**src/rtl/cpu_trap_ctrl.sv**
```systemverilog
// cpu_trap_ctrl
// Trap sequencer for a supervisor-mode CPU. It takes synchronous exceptions,
// interrupts and sret requests at instruction granularity and turns them into
// a one-cycle exception pulse to the CSR block followed by a held PC redirect
// to fetch.
//
// Ports
//   clk, rst                 clock, asynchronous active-high reset
//   exc_* / irq_* / sret     request inputs, sampled only while idle
//   fetch_pc, inst_pc,
//   inst_bits, mem_addr      trap context used to build sepc/stval
//   int_enable               sstatus.SIE
//   inst_boundary            interrupts are only taken between instructions
//   exc_handler_addr         stvec (mode in bits [1:0])
//   exc_continue_addr        sepc, the sret return target
//   exception                one-cycle pulse telling the CSR block to commit
//   exc_cause/pc/value       scause/sepc/stval, held until the next trap
//   flush                    pipeline flush during COMMIT and REDIRECT
//   redirect_valid/pc        PC redirect, held until redirect_ready
//   redirect_ready           fetch accepts the redirect
//   busy                     controller is not idle; requests are ignored
module cpu_trap_ctrl #(
  parameter logic [31:0] RESET_PC = 32'h0000_0000
) (
  input  logic        clk,
  input  logic        rst,
  input  logic        exc_fetch_misalign,
  input  logic [31:0] fetch_pc,
  input  logic        exc_illegal,
  input  logic        exc_ecall,
  input  logic        exc_ebreak,
  input  logic        exc_ld_misalign,
  input  logic        exc_st_misalign,
  input  logic [31:0] inst_pc,
  input  logic [31:0] inst_bits,
  input  logic [31:0] mem_addr,
  input  logic        irq_timer,
  input  logic        irq_ext,
  input  logic        int_enable,
  input  logic        inst_boundary,
  input  logic        sret,
  input  logic [31:0] exc_handler_addr,
  input  logic [31:0] exc_continue_addr,
  output logic        exception,
  output logic [31:0] exc_cause,
  output logic [31:0] exc_pc,
  output logic [31:0] exc_value,
  output logic        flush,
  output logic        redirect_valid,
  output logic [31:0] redirect_pc,
  input  logic        redirect_ready,
  output logic        busy
);

  typedef enum logic [1:0] {
    IDLE,
    COMMIT,
    REDIRECT
  } state_t;

  state_t      state, state_nxt;

  logic        trap_take;
  logic [31:0] trap_cause, trap_pc, trap_value;
  logic        capture;
  logic        redirect_load;
  logic [31:0] redirect_nxt;
  logic [31:0] trap_base, trap_target;

  // Request arbitration: synchronous exceptions in fixed priority, then
  // interrupts (external over timer) only at an instruction boundary with
  // interrupts enabled.
  always_comb begin
    // NOTE: every output of this block gets a default first so no path can
    // leave one unassigned and infer a latch.
    trap_take  = 1'b1;
    trap_cause = 32'd0;
    trap_pc    = inst_pc;
    trap_value = 32'd0;
    if (exc_fetch_misalign) begin
      trap_cause = 32'd0;
      trap_pc    = fetch_pc;
      trap_value = fetch_pc;
    end else if (exc_illegal) begin
      trap_cause = 32'd2;
      trap_value = inst_bits;
    end else if (exc_ebreak) begin
      trap_cause = 32'd3;
      trap_value = inst_pc;
    end else if (exc_ecall) begin
      trap_cause = 32'd9;
    end else if (exc_ld_misalign) begin
      trap_cause = 32'd4;
      trap_value = mem_addr;
    end else if (exc_st_misalign) begin
      trap_cause = 32'd6;
      trap_value = mem_addr;
    end else if (int_enable && inst_boundary && irq_ext) begin
      trap_cause = 32'h8000_0009;
    end else if (int_enable && inst_boundary && irq_timer) begin
      trap_cause = 32'h8000_0005;
    end else begin
      trap_take = 1'b0;
    end
  end

  // Handler address: vectored mode (1) only applies to interrupts; the
  // 32-bit add wraps naturally.
  assign trap_base   = {exc_handler_addr[31:2], 2'b00};
  assign trap_target = (exc_handler_addr[1:0] == 2'b01 && exc_cause[31])
                     ? trap_base + {25'd0, exc_cause[4:0], 2'b00}
                     : trap_base;

  always_comb begin
    state_nxt     = state;
    capture       = 1'b0;
    redirect_load = 1'b0;
    redirect_nxt  = trap_target;
    case (state)
      IDLE: begin
        if (trap_take) begin
          // A trap always wins over a coincident sret, which is dropped.
          capture   = 1'b1;
          state_nxt = COMMIT;
        end else if (sret) begin
          redirect_load = 1'b1;
          redirect_nxt  = exc_continue_addr;
          state_nxt     = REDIRECT;
        end
      end
      COMMIT: begin
        redirect_load = 1'b1;
        state_nxt     = REDIRECT;
      end
      REDIRECT: begin
        if (redirect_ready) state_nxt = IDLE;
      end
      default: state_nxt = IDLE;
    endcase
  end

  always_ff @(posedge clk or posedge rst) begin
    if (rst) begin
      state       <= IDLE;
      exc_cause   <= 32'd0;
      exc_pc      <= 32'd0;
      exc_value   <= 32'd0;
      redirect_pc <= RESET_PC;
    end else begin
      // NOTE: non-blocking assignments so every register samples the
      // pre-edge values, independent of statement order.
      state <= state_nxt;
      if (capture) begin
        exc_cause <= trap_cause;
        exc_pc    <= trap_pc;
        exc_value <= trap_value;
      end
      if (redirect_load) redirect_pc <= redirect_nxt;
    end
  end

  assign exception      = (state == COMMIT);
  assign redirect_valid = (state == REDIRECT);
  assign flush          = (state == COMMIT) || (state == REDIRECT);
  assign busy           = (state != IDLE);

endmodule

```
**config.mk**
```make
export PLATFORM = sky130hd
export DESIGN_NAME = cpu_trap_ctrl
export DESIGN_NICKNAME = d
export VERILOG_FILES = /design/src/rtl/cpu_trap_ctrl.sv
export SDC_FILE = /design/constraint.sdc
export NUM_CORES = 1
export LEC_CHECK = 0
export CAP_MARGIN = 20
export CORE_MARGIN = 5
export CORE_UTILIZATION = 36
export CTS_CLUSTER_DIAMETER = 30
export DETAILED_ROUTE_END_ITERATION = 8
export HOLD_SLACK_MARGIN = 0.03
export PLACE_DENSITY_LB_ADDON = 0.1
export SYNTH_ARGS = -nofsm -noshare
export SYNTH_HDL_FRONTEND = slang
export SYNTH_SLANG_ARGS = --single-unit
```
**constraint.sdc**
```tcl
create_clock -name clk -period 3.1 [get_ports clk]
set_clock_uncertainty 0.05 [all_clocks]
set_input_delay 0.62 -clock clk [delete_from_list [all_inputs] [get_ports clk]]
set_output_delay 0.62 -clock clk [all_outputs]
set_load 0.01 [all_outputs]
```
=== Yosys cells after proc, flatten, opt, wreduce, memory -nomap -nowiden ===
Index checks and enable logic that the tools add are counted.

* Output and inout bits: 132
* Logic and storage cells: 55
* Input port bits: 206
* Register bits: 130

* $add $sub $neg: 1
* Muxes and demuxes: 36
* Reductions and logical operators: 8
* Equality and inequality tests: 5

{| class="wikitable"
|+ Operators by type and width
! cell !! number
|-
| two-way mux 32 bit || 19
|-
| adder 32 x 7 -> 32 bit || 1
|-
| two-way mux 1 bit || 12
|-
| two-way mux 2 bit || 3
|-
| case mux 2 bit (3 select lines) || 1
|-
| == test 2 x 1 -> 1 bit (second input constant) || 2
|-
| logical AND 1 bit || 4
|-
| inequality test 3 bit (second input constant) || 1
|-
| == test 2 bit (second input constant) || 1
|-
| logical NOT 2 bit || 1
|-
| inequality test 2 x 1 -> 1 bit (second input constant) || 1
|-
| case mux 1 bit (2 select lines) || 1
|-
| AND reduction 2 bit || 1
|-
| nonzero test 2 bit || 1
|-
| logical OR 1 bit || 1
|}

=== Logic depth before layout (Yosys ltp) ===
Gate-level depths: netlist (run 1).

* Depth in word-level cells: 12
* Gate-level depth with buffers: 9

=== Least setup slack after synthesis (run 1) ===
No wires, ideal clock.

* Path kind: input to register
* Start: in exc_handler_addr[2]
* End: reg redirect_pc[22]
* Arrival time: 2.203 ns
* Slack: 0.729 ns
* Stages: 8
* Path through: ha_1 -> fa_1 -> nand3_1 -> a2111oi_4 -> nand3_1 -> xor2_1 -> a21oi_1 -> a21o_1

* Longest elaborated chain between the ends: 5

{| class="wikitable"
|+ RTL lines
! element !! line !! RTL
|-
| start, declared || 42 || <nowiki>input logic [31:0] exc_handler_addr,</nowiki>
|-
| adder 32 x 7 -> 32 bit * || 111 || <nowiki>? trap_base + {25'd0, exc_cause[4:0], 2'b00}</nowiki>
|-
| two-way mux 32 bit * || 111 ||
|-
| two-way mux 32 bit || 125 || <nowiki>end else if (sret) begin</nowiki>
|-
| two-way mux 32 bit || 121 || <nowiki>if (trap_take) begin</nowiki>
|-
| two-way mux 32 bit * || 119 || <nowiki>case (state)</nowiki>
|-
| end signal, assigned || 158 || <nowiki>if (redirect_load) redirect_pc <= redirect_nxt;</nowiki>
|-
| end, declared || 50 || <nowiki>output logic [31:0] redirect_pc,</nowiki>
|}

Every way passes the cells marked *; elsewhere a longest branch is shown, timed or not.
A chain may end at the register's enable or synchronous reset.

=== Final worst setup path (run 1) ===
* Start: in exc_ebreak
* End: reg exc_value[9]

* Longest elaborated chain between the ends: 5
* Elaborated cells on any way between the ends: 8
* Classes of those cells: 8 x mux

{| class="wikitable"
|+ RTL lines
! element !! line !! RTL
|-
| start, declared || 31 || <nowiki>input logic exc_ebreak,</nowiki>
|-
| two-way mux 1 bit || 87 || <nowiki>end else if (exc_ebreak) begin</nowiki>
|-
| two-way mux 1 bit || 84 || <nowiki>end else if (exc_illegal) begin</nowiki>
|-
| two-way mux 1 bit || 80 || <nowiki>if (exc_fetch_misalign) begin</nowiki>
|-
| two-way mux 1 bit || 121 ||
|-
| two-way mux 1 bit || 119 ||
|-
| end signal, assigned || 156 || <nowiki>exc_value <= trap_value;</nowiki>
|-
| end, declared || 47 || <nowiki>output logic [31:0] exc_value,</nowiki>
|}

Several ways; a longest one is shown, not always the timed one.

==> results of run 1 <==
-- cell usage in the layout (no fill, tap or decap), drive strengths merged, types with 2 or more instances in the layout --
cell | netlist | layout
a211oi | 3 | 3
a21o | 13 | 13
a21oi | 61 | 61
a221oi | 32 | 32
and3 | 7 | 7
buf | 47 | 23
bufinv | 0 | 2
clkbuf | 34 | 11
clkdlybuf4s50 | 0 | 308
clkinv | 0 | 2
clkinvlp | 0 | 2
conb | 1 | 27
dfrtp | 103 | 103
ha | 7 | 7
inv | 8 | 7
mux2i | 35 | 35
nand2 | 98 | 98
nand3 | 14 | 14
nand3b | 3 | 3
nand4 | 9 | 9
nor2 | 16 | 16
nor2b | 33 | 33
nor3 | 35 | 35
nor3b | 10 | 10
nor4 | 4 | 4
o211ai | 3 | 3
o21ai | 99 | 99
or4 | 2 | 2
xnor2 | 13 | 13
xor2 | 15 | 15
-- Yosys cell counts (2+ instances only) --
| master | n | share of area |
|---|---|---|
| sky130_fd_sc_hd__dfrtp_1 | 103 | 0.41 |
| sky130_fd_sc_hd__nand2_1 | 98 | 0.058 |
| sky130_fd_sc_hd__o21ai_0 | 77 | 0.061 |
| sky130_fd_sc_hd__a21oi_1 | 61 | 0.049 |
| sky130_fd_sc_hd__mux2i_1 | 35 | 0.056 |
| sky130_fd_sc_hd__nor3_1 | 35 | 0.028 |
| sky130_fd_sc_hd__nor2b_1 | 33 | 0.033 |
| sky130_fd_sc_hd__a221oi_1 | 32 | 0.045 |
| sky130_fd_sc_hd__buf_4 | 30 | 0.036 |
| sky130_fd_sc_hd__clkbuf_1 | 28 | 0.017 |
| sky130_fd_sc_hd__o21ai_1 | 22 | 0.018 |
| sky130_fd_sc_hd__nor2_1 | 16 | 0.0095 |
| sky130_fd_sc_hd__xor2_1 | 15 | 0.021 |
| sky130_fd_sc_hd__a21o_1 | 13 | 0.016 |
| sky130_fd_sc_hd__nand3_1 | 13 | 0.010 |
| sky130_fd_sc_hd__xnor2_1 | 13 | 0.018 |
| sky130_fd_sc_hd__nor3b_1 | 10 | 0.012 |
| sky130_fd_sc_hd__nand4_1 | 9 | 0.0090 |
| sky130_fd_sc_hd__inv_1 | 8 | 0.0048 |
| sky130_fd_sc_hd__and3_1 | 7 | 0.0070 |
| sky130_fd_sc_hd__buf_6 | 7 | 0.013 |
| sky130_fd_sc_hd__ha_1 | 7 | 0.014 |
| sky130_fd_sc_hd__buf_2 | 6 | 0.0048 |
| sky130_fd_sc_hd__clkbuf_2 | 6 | 0.0048 |
| sky130_fd_sc_hd__a211oi_1 | 3 | 0.0036 |
| sky130_fd_sc_hd__buf_1 | 3 | 0.0018 |
| sky130_fd_sc_hd__nor4_1 | 3 | 0.0030 |
| sky130_fd_sc_hd__o211ai_1 | 3 | 0.0036 |
| sky130_fd_sc_hd__nand3b_1 | 2 | 0.0024 |
-- state kept, by name (all words and copies together), names as in the netlist --
name	cells
exc_value	32
state	2
exc_cause	5
exc_pc	32
redirect_pc	32
-- through the flow --
stage / utilization / total power [mW] / std cells / instance area, sq um / hold WS, ns
global placement: 0.551 / 6.13 / 1218 / 9490 / 0.410
global route: 0.570 / 7.89 / 1234 / 9820 / 0.449
CTS: 0.570 / 7.46 / 1234 / 9820 / 0.435
finish: 0.570 / 7.35 / 1234 / 9820 / 0.428
floorplan: - / 4.17 / 743 / 6390 / 0.451
detailed placement: 0.551 / 6.17 / 1218 / 9490 / 0.419
-- worst max-delay path: cells and delay by family --
| kind | cells | cell delay (ns) |
|---|---|---|
| AO/OA/AOI/OAI | 1 | 0.17 |
| AND/OR/NAND/NOR | 3 | 1.05 |
| buffers and inverters | 3 | 0.97 |
-- worst paths after layout --
kind                               startpoint               to  slack (ns)  depth (start not counted)
worst max-delay path               exc_ebreak     exc_value[9]        0.41                          7
worst min-delay path            exc_value[14]    exc_value[14]        0.43                          2
worst max register to register   exc_cause[0]  redirect_pc[22]        0.76                          9
worst min register to register  exc_value[14]    exc_value[14]        0.43                          2
max in group asynchronous                 rst        exc_pc[7]        1.84                          3
min in group asynchronous                 rst  redirect_pc[30]        0.72                          3
-- cell type report --
class	instances	area, sq um	area share
Inverter	8	33.8	0.00344
Clock inverter	5	81.3	0.00828
Tap cell	225	282	0.0287
Timing Repair Buffer	331	3300	0.336
Sequential cell	103	2580	0.263
Multi-Input combinational cell	551	3300	0.336
Clock buffer	11	243	0.0247
-- metal layers --
metal	up-vias	global-route usage	share of wire
met5	-	0	0
met4	0	0.0646	0.017
met3	23	0.0655	0.095
met2	241	0.338	0.47
met1	2846	0.264	0.42
li1	3080	-	-
-- power by group --
| part | internal, mW | switching (mW) | total, mW |
|---|---|---|---|
| clock network | 0.731 | 0.523 | 1.25 |
| registers | 1.99 | 0.352 | 2.34 |
| logic | 1.97 | 1.79 | 3.76 |
| total | 4.69 | 2.66 | 7.35 |
-- logic make-up (layout without fill, tap and decap cells) --
group	after synthesis	in the layout	share of synthesized area
XOR/XNOR	28	28	0.0390
AND/OR/NAND/NOR	235	235	0.187
flip-flops	103	103	0.410
multiplexers	35	35	0.0557
AO/OA/AOI/OAI	218	218	0.207
buffers and inverters	89	355	0.0835
adder cells (fa/ha/maj)	8	8	0.0171
other	1	27	0.000596
==> results.txt, run 1 <==
* Initial antenna violation count: 0
* Synthesis-to-finish area growth: 56.1%
- Antenna fix cells: 0
- PD cells: 749 nW/um^2
* Outcome: finished, final reports clean
* Share of synthesized flip-flops with an asynchronous set or reset: 1.00
- In the routed layout, each cell is associated on average with a via count of roughly 5.0.
- Number of library cell types mapped by synthesis: 48
* Detailed-placement wirelength estimate: 16.6 mm
- Largest vdd supply drop: 0.387 mV
* EDFF count, synth: 0
* CTS Root Cell: sky130_fd_sc_hd__clkbuf_16
* Pin count of the biggest net entering global routing: 104
- Cell area after synthesis: 6290 sq um
- Ordered cell list for the critical path: clkdlybuf4s50_1 > or4_4 > nor4_4 > buf_4 > nand2b_4 > buf_12 > o21ai_0
- Among all flip-flop cells after synthesis, the most frequent one is sky130_fd_sc_hd__dfrtp_1.
- Initial DRC Count: 301
- Weighted congestion reported at the end of routability-driven placement: 0.897
* Number of cells produced by synthesis: 717
- For this design, the CTS-stage hold fixing added 0 buffers.
- Remaining max-slew budget at the tightest pin: 0.504
- Of the synthesized area, sequential elements account for 0.410.
* Class of the most critical setup path: in -> reg
- Maximum clock rate: between 300 and 400 MHz
* Endpoint kind of the worst setup timing path: flip-flop
* Number of synthesized register bits: between 100 and 150
- Final global-route overflow total: 0
- Across the run, the number of max-cap violations was 0.
- Each instance of the synthesized netlist takes up on average 8.77 sq um.
- Die width: ~140 um
- The analysis attributes to cell leakage a power of 4.02 nW.
- Number of buffers created by CTS: 9
* Maximum single-stage delay on the critical path: 0.59 ns
- WP data required: 3.26 ns
- At the pin with the least slew margin, the transition time is 0.744 ns.
- Latest clock arrival within the worst-skew pair: 0.35 ns
* Biggest fanout along the worst timing path: between 80 and 90
- Setup violations remaining at the end of the flow were counted as 0.
* Wire length of the first global-routing pass: roughly 33 mm
- The max-slew violation total from the final report is 0.
- Sum of negative setup slack: 0 ns
- Number of warnings issued by yosys: 0
* Layout cells sized above 1: 0.0456
* Minimum clock period: 2.69 ns
* Pre-Repair DR Iteration Count: 4
* Initial Util: 0.365
* Setup crit start kind: input port
* Fin nets: 1,218
- The number of hold violations in the final report is 0.
- Maximum level of the CTS H-tree: 3
* Worst path slowest cell: sky130_fd_sc_hd__or4_4
* Count of buffers added by post-CTS timing repair for setup: 0
* Total clock sinks: 103
- Total I/O pin count: 338
* Total track usage: 0.208
* Layout filler cell count: 1,649
- Prior to clock tree synthesis, the placed netlist has a worst setup slack of around 0.084 ns.
- The die covers 20,200 sq um.
- After detailed routing, the average wire length per cell comes to around 18 um.
* Die extent in y: approximately 140 um
* Number of nets still failing antenna checks after routing: 0
- Clock tree from TritonCTS: yes
* Clock transition at the registers of the reported paths: 0.07 ns
* Detailed-route DRC error count: 0
- Post-detailed-routing wire length: between 20 and 25 mm
* Clock buffer depth: 2
- # port buffers: 310
- Setup slack on the critical path of the routed design comes to about 0.4 ns.
- Of the available clock period, the critical path in the final layout requires 0.869.
* Vias: 6,190
* Number of global-route vias before repair: 6,014
- Endpoint arrival time on the critical path: 2.86 ns
- Number of core rows: between 40 and 50
- After floorplanning, the core was sized to cover 17,200 sq um.
* Hold crit path type: reg -> reg
- After clock tree synthesis, the repair step resized 0 gates.
* Unrepaired setup endpoints after global routing: no
No activity file was read; power rests on OpenSTA's default activity.
==> inputs of run 2 (changes only) <==
--- a/config.mk
+++ b/config.mk
@@ -5,7 +5,6 @@
 export SDC_FILE = /design/constraint.sdc
 export NUM_CORES = 1
 export LEC_CHECK = 0
-export CAP_MARGIN = 20
 export CORE_MARGIN = 5
 export CORE_UTILIZATION = 36
 export CTS_CLUSTER_DIAMETER = 30
==> results of run 2 <==
Same layout as run 1: the final DEF is identical, and so are final timing and power.
==> inputs of run 3 (changes only) <==
--- a/config.mk
+++ b/config.mk
@@ -5,6 +5,7 @@
 export SDC_FILE = /design/constraint.sdc
 export NUM_CORES = 1
 export LEC_CHECK = 0
+export ABC_CLOCK_PERIOD_IN_PS = 3100
 export CORE_MARGIN = 5
 export CORE_UTILIZATION = 36
 export CTS_CLUSTER_DIAMETER = 30
==> results of run 3 <==
Same layout as run 1: the final DEF is identical, and so are final timing and power.
